<file path="src/rtl/mig_tg_pkg.sv">
// Shared types and constants for the MIG write/read-back traffic checker.
package mig_tg_pkg;

    typedef enum logic [2:0] {
        StIdle,
        StWaitCal,
        StWrite,
        StRead,
        StDrain,
        StDone
    } tg_state_e;

    localparam logic [2:0] CMD_WR = 3'b000;
    localparam logic [2:0] CMD_RD = 3'b001;

    localparam logic [1:0] MODE_INC   = 2'd0;
    localparam logic [1:0] MODE_WALK1 = 2'd1;
    localparam logic [1:0] MODE_LFSR  = 2'd2;
    localparam logic [1:0] MODE_ADDR  = 2'd3;

    localparam logic [31:0] LFSR_SEED = 32'hACE1_0001;
    localparam logic [31:0] LFSR_TAPS = 32'h8020_0003;

    // Right-shifting Galois form: the bit shifted out decides whether the taps are applied.
    function automatic logic [31:0] lfsr_next(input logic [31:0] s);
        return s[0] ? ((s >> 1) ^ LFSR_TAPS) : (s >> 1);
    endfunction

endpackage

</file>
<file path="src/rtl/mig_pattern_gen.sv">
// Regenerates the per-beat data pattern; load restarts at beat 0, step advances one beat.
module mig_pattern_gen
    import mig_tg_pkg::*;
#(
    parameter int unsigned DATA_W    = 256,
    parameter int unsigned ADDR_W    = 29,
    parameter int unsigned CNT_W     = 16,
    parameter int unsigned ADDR_STEP = 8
) (
    input  logic              i_clk,
    input  logic              i_rst,
    input  logic              i_load,
    input  logic              i_step,
    input  logic [1:0]        i_mode,
    input  logic [ADDR_W-1:0] i_base_addr,
    output logic [DATA_W-1:0] o_data
);

    localparam int unsigned LANES = DATA_W / 32;

    logic [1:0]        r_mode;
    logic [CNT_W-1:0]  r_idx;
    logic [ADDR_W-1:0] r_addr;
    logic [31:0]       r_lfsr;
    logic [CNT_W-1:0]  w_bit;

    always_ff @(posedge i_clk or posedge i_rst) begin
        if (i_rst) begin
            r_mode <= MODE_INC;
            r_idx  <= '0;
            r_addr <= '0;
            r_lfsr <= LFSR_SEED;
        end else if (i_load) begin
            r_mode <= i_mode;
            r_idx  <= '0;
            r_addr <= i_base_addr;
            r_lfsr <= LFSR_SEED;
        end else if (i_step) begin
            r_idx  <= r_idx + CNT_W'(1);
            r_addr <= r_addr + ADDR_W'(ADDR_STEP);
            r_lfsr <= lfsr_next(r_lfsr);
        end
    end

    assign w_bit = r_idx % CNT_W'(DATA_W);

    always_comb begin
        o_data = '0;
        unique case (r_mode)
            MODE_INC:   o_data = {LANES{32'(r_idx)}};
            MODE_WALK1: o_data = DATA_W'(1) << w_bit;
            MODE_LFSR:  o_data = {LANES{r_lfsr}};
            MODE_ADDR:  o_data = {LANES{32'(r_addr)}};
        endcase
    end

endmodule

</file>
<file path="config.mk">
export PLATFORM = sky130hd
export DESIGN_NAME = mig_pattern_gen
export DESIGN_NICKNAME = d
export VERILOG_FILES = /design/src/rtl/mig_tg_pkg.sv /design/src/rtl/mig_pattern_gen.sv
export SDC_FILE = /design/constraint.sdc
export NUM_CORES = 1
export LEC_CHECK = 0
export ABC_AREA = 1
export BUFFER_PORTS_ARGS = -buffer_cell sky130_fd_sc_hd__buf_2
export CAP_MARGIN = 20
export CORE_ASPECT_RATIO = 1.75
export CORE_MARGIN = 2
export CORE_UTILIZATION = 44
export CTS_CLUSTER_SIZE = 10
export DETAILED_ROUTE_END_ITERATION = 12
export GPL_TIMING_DRIVEN = 0
export PLACE_DENSITY_LB_ADDON = 0.3
export SLEW_MARGIN = 5
export SYNTH_ARGS = -nofsm -noshare
export SYNTH_HDL_FRONTEND = slang
export SYNTH_SLANG_ARGS = --single-unit
</file>
<file path="constraint.sdc">
create_clock -name i_clk -period 7.9 [get_ports i_clk]
set_input_delay 2.37 -clock i_clk [delete_from_list [all_inputs] [get_ports i_clk]]
set_output_delay 2.37 -clock i_clk [all_outputs]
set_load 0.02 [all_outputs]
</file>
==> flow_summary_export.csv <==
group,metric,value,unit
routing,first_iter_violations,709,
sta,report.final.setup_viol,0,
cells_and_area,fin_nets,1473,
routing,drt-met1-wl,12.3,mm
worst_hold_path,whs_path_depth,2,
place,place.gp.congestion,1.02,
global_routing,grt_util_all_layers,38.2,%
cts,cts_buffers,9,
critical_path,crit_family,"adder cells",
synth,netlist_area,7550,µm²
critical_path,critical_path.slowest_cell,"sky130_fd_sc_hd__dfrtp_1",
critical_path,criticalPathCategory,"flop to output port",
global_routing,vias_in_the_first_global_route,9232,
floorplanning,ioPinCount,291,
critical_path,startpoint_type,"flop",
synth,synth_simple_gate_area_share,26.3,%
status,run_status,"finished, final reports clean",
cells_and_area,multiInputGateArea,4610,µm²
synth,synth_compound_area_share,32.7,%
cts,tritoncts,"yes",
cts,cts_setup_buffers,0,
critical_path,regToRegSetupSlack,6.12,ns
routing,number_of_antenna_violating_nets_in_the_routed_design,0,
sta,finalCritPeriodShare,62.0,%
routing,drt_wl_total,35.7,mm
sta,clock.fmax,204,MHz
floorplanning,start_util,44.8,%
critical_path,cp.depth,7,
floorplanning,die-width,103,µm
synth,synth.yosys.warnings,0,
place,buffer_ports.inserted,290,
pwr,cellLeakagePower,4.72,nW
pwr,power.ir.vdd_worst,0.113,mV
critical_path,timing.critical_path.buf_inv,2,
cts,latest_clock_arrival_within_the_worst_skew_pair,0.35,ns
synth,synth_seq_area_share,26.3,%
synth,mean_area_per_synthesized_cell,6.69,µm²
cells_and_area,diode_insertion_count_for_antenna_repair,0,
synth,syn-num-nets,1171,
pwr,power.density_cell_area,157,nW/µm²
cts,clock_path_buffers,2,
global_routing,antenna_found_initial,1,
floorplanning,rows,63,
synth,distinct_cell_type_count_of_the_synthesized_netlist,36,
routing,post-route-drc-count,0,
floorplanning,design.core.area,16900,µm²
cts,htree_levels,3,
worst_hold_path,hp-class,"flop to flop",
synth,post_synth_xor_area_fraction,0.812,%
worst_hold_path,holdCritStartpoint,"r_lfsr[17]",
routing,first_pass_iters,6,
floorplanning,die_area,18300,µm²
cells_and_area,flow.area_growth_from_synthesis,27.6,%
routing,detail_route.vias_per_cell,6.00,
cts,hold_buf_cts,0,
worst_hold_path,hold_end,"r_lfsr[16]",
cts,clock-sinks,79,
cells_and_area,postLayoutCellArea,9640,µm²
critical_path,timing.reg2reg.worst_path_depth,7,
routing,met2WireLength,17.6,mm
critical_path,critPathCaptureType,"output port",
global_routing,grt_start_max_net_pins,43,
cells_and_area,layout-drive-gt1-share,29.2,%
global_routing,grt_overflow_total,0,
cells_and_area,non_filler_cells_in_the_finished_layout,1663,
synth,syn_inst_count,1129,
sta,max_slew.worst_pin.slew,0.737,ns
place,placedInstanceArea,9310,µm²
critical_path,path_max_fanout,5,
routing,wl_met3,3.03,mm
cts,clk_transition_reported_paths,0.06,ns
cts,cts_resized,0,
sta,worst_clock_skew,0.00679,ns
critical_path,reg2reg_from,"r_addr[14]",
sta,hold_viol,0,
synth,number_of_register_bits_inferred_by_synthesis,79,
synth,synthMuxAreaShare,0,%
synth,yosys.area_share.adder,1.16,%
critical_path,critical_path.reg2reg.endpoint,"r_addr[24]",
floorplanning,chipHeight,177,µm
global_routing,grt_first_pass_wirelength,52.3,mm
critical_path,critical-path-max-stage-delay,0.44,ns
critical_path,required,5.53,ns
place,place.detailed.hpwl,28.5,mm
sta,timing.max_slew.rel_slack,50.9,%
cts,cts-root-buf,"sky130_fd_sc_hd__clkbuf_16",
routing,vias,9972,
cells_and_area,seq_area,1990,µm²
flow_run,max-cap-violations,0,
place,placed_cells_incl_taps,1647,
pwr,finalPower,1.51,mW
critical_path,worst_ep_arrival_time,2.53,ns
sta,setup-tns-final,0,ns
sta,grt_setup_unrepaired,"no",
synth,combinational_family_with_the_most_area_after_synthesis,"compound AO/OA/AOI/OAI gates",
critical_path,crit_path_frequent_cell,"sky130_fd_sc_hd__ha_1",
critical_path,cp_cell_sequence,"ha_1 -> ha_1 -> inv_1 -> nor3_1 -> nand2_1 -> o211ai_1 -> buf_2",
routing,routed.top_layer,"met5",
sta,layout_min_cycle_time,4.90,ns
routing,avgRoutedWirePerCell,21.5,µm
sta,report.final.slew_viol_count,0,
cells_and_area,fillerInstances,1818,
worst register-to-register path, delay by kind of cell, from the launching register on:
family,cells,cell delay [ns]
and+or+nand+nor,7,1.23
DFF,1,0.44
per-stage QoR:
step                util, %  setup WS [ns]  hold WS, ns
floorplan                 -           3.52        0.482
global placement       55.1           2.47        0.508
detailed placement     55.2           3.52        0.512
CTS                    57.2           3.13        0.521
global route           57.2           2.94        0.545
finish                 57.2           3.00        0.519
how the worst max path moves through the flow:
stage,slack [ns],from,to
2_1_floorplan,3.52,i_rst,r_addr[0]
3_3_place_gp,2.47,i_rst,r_idx[5]
4_1_cts,3.13,r_idx[0],o_data[27]
6_report,3.00,r_idx[0],o_data[79]
5_1_grt,2.94,r_idx[0],o_data[79]
3_5_place_dp,3.52,r_idx[0],o_data[27]
cell usage in the layout (no fill, tap or decap), drive strengths merged:
cell type | Yosys | routed
o21bai | 1 | 1
o21ai | 163 | 163
inv | 136 | 137
o22ai | 49 | 49
xor2 | 7 | 7
nand3 | 83 | 83
and2 | 2 | 2
nor3 | 21 | 21
dfrtp | 70 | 70
nand2 | 247 | 247
nand4 | 8 | 8
ha | 7 | 7
o211ai | 130 | 130
nor2 | 78 | 78
buf | 51 | 342
o221ai | 3 | 3
a21oi | 6 | 6
clkinv | 1 | 4
bufinv | 0 | 2
nand3b | 2 | 2
clkbuf | 28 | 38
a22oi | 27 | 27
dfstp | 9 | 9
cell usage after synthesis:
master | count | area [µm²]
sky130_fd_sc_hd__nand2_1 | 245 | 920
sky130_fd_sc_hd__and2_1 | 2 | 12.5
sky130_fd_sc_hd__a22oi_1 | 27 | 203
sky130_fd_sc_hd__dfstp_2 | 9 | 236
sky130_fd_sc_hd__o211ai_1 | 110 | 826
sky130_fd_sc_hd__inv_1 | 132 | 495
sky130_fd_sc_hd__dfrtp_1 | 70 | 1750
sky130_fd_sc_hd__ha_1 | 7 | 87.6
sky130_fd_sc_hd__o21ai_0 | 119 | 596
sky130_fd_sc_hd__o211ai_2 | 20 | 250
sky130_fd_sc_hd__o22ai_1 | 49 | 307
sky130_fd_sc_hd__o221ai_1 | 3 | 26.3
sky130_fd_sc_hd__nor3_1 | 8 | 40.0
sky130_fd_sc_hd__clkinv_1 | 1 | 3.75
sky130_fd_sc_hd__nor3_4 | 7 | 114
sky130_fd_sc_hd__nor2_1 | 69 | 259
sky130_fd_sc_hd__nand3_2 | 3 | 30.0
sky130_fd_sc_hd__nand3_1 | 80 | 400
sky130_fd_sc_hd__nor2_4 | 2 | 22.5
sky130_fd_sc_hd__buf_2 | 29 | 145
sky130_fd_sc_hd__nand4_1 | 8 | 50.1
sky130_fd_sc_hd__buf_4 | 10 | 75.1
sky130_fd_sc_hd__clkbuf_1 | 28 | 105
sky130_fd_sc_hd__o21bai_1 | 1 | 7.51
sky130_fd_sc_hd__o21ai_1 | 42 | 210
sky130_fd_sc_hd__buf_6 | 10 | 113
sky130_fd_sc_hd__xor2_1 | 7 | 61.3
sky130_fd_sc_hd__a21oi_1 | 6 | 30.0
sky130_fd_sc_hd__nand2_4 | 1 | 11.3
sky130_fd_sc_hd__nand2_2 | 1 | 6.26
sky130_fd_sc_hd__nand3b_1 | 2 | 15.0
sky130_fd_sc_hd__o21ai_2 | 2 | 17.5
sky130_fd_sc_hd__nor3_2 | 6 | 60.1
sky130_fd_sc_hd__buf_1 | 2 | 7.51
sky130_fd_sc_hd__nor2_2 | 7 | 43.8
sky130_fd_sc_hd__inv_2 | 4 | 15.0
metal layers:
layer,GRT usage [%],vias up
met5,0,-
met4,25.1,2
met3,7.33,177
met2,64.8,635
met1,42.4,4618
li1,-,4540
where the power goes:
group,internal [mW],total (mW),switching (mW)
clock network,0.287,0.465,0.178
registers,0.434,0.465,0.0308
logic,0.168,0.584,0.416
flip-flops by register name, summed over array words and instances, names as in the netlist:
register and cells:
r_addr 29, r_idx 16, r_lfsr 32, r_mode 2
logic make-up (layout without fill, tap and decap cells):
kind of cell,after synthesis,count (layout)
and+or+nand+nor,441,441
AOI/OAI and AO/OA,379,379
buffers and inverters,216,523
DFF,79,79
adders and majority gates,7,7
xor gates and xnor gates,7,7
cell type report:
class / instances / share of cell area (%)
well taps: 227 / 2.95
flip-flops and latches: 79 / 20.6
multi-input cells: 834 / 47.8
clock buffers: 10 / 2.48
repair buffers: 291 / 15.3
inverters: 137 / 5.36
clock inverters: 6 / 0.947
plain buffers: 79 / 4.62
(Power assumes the default switching activity.)
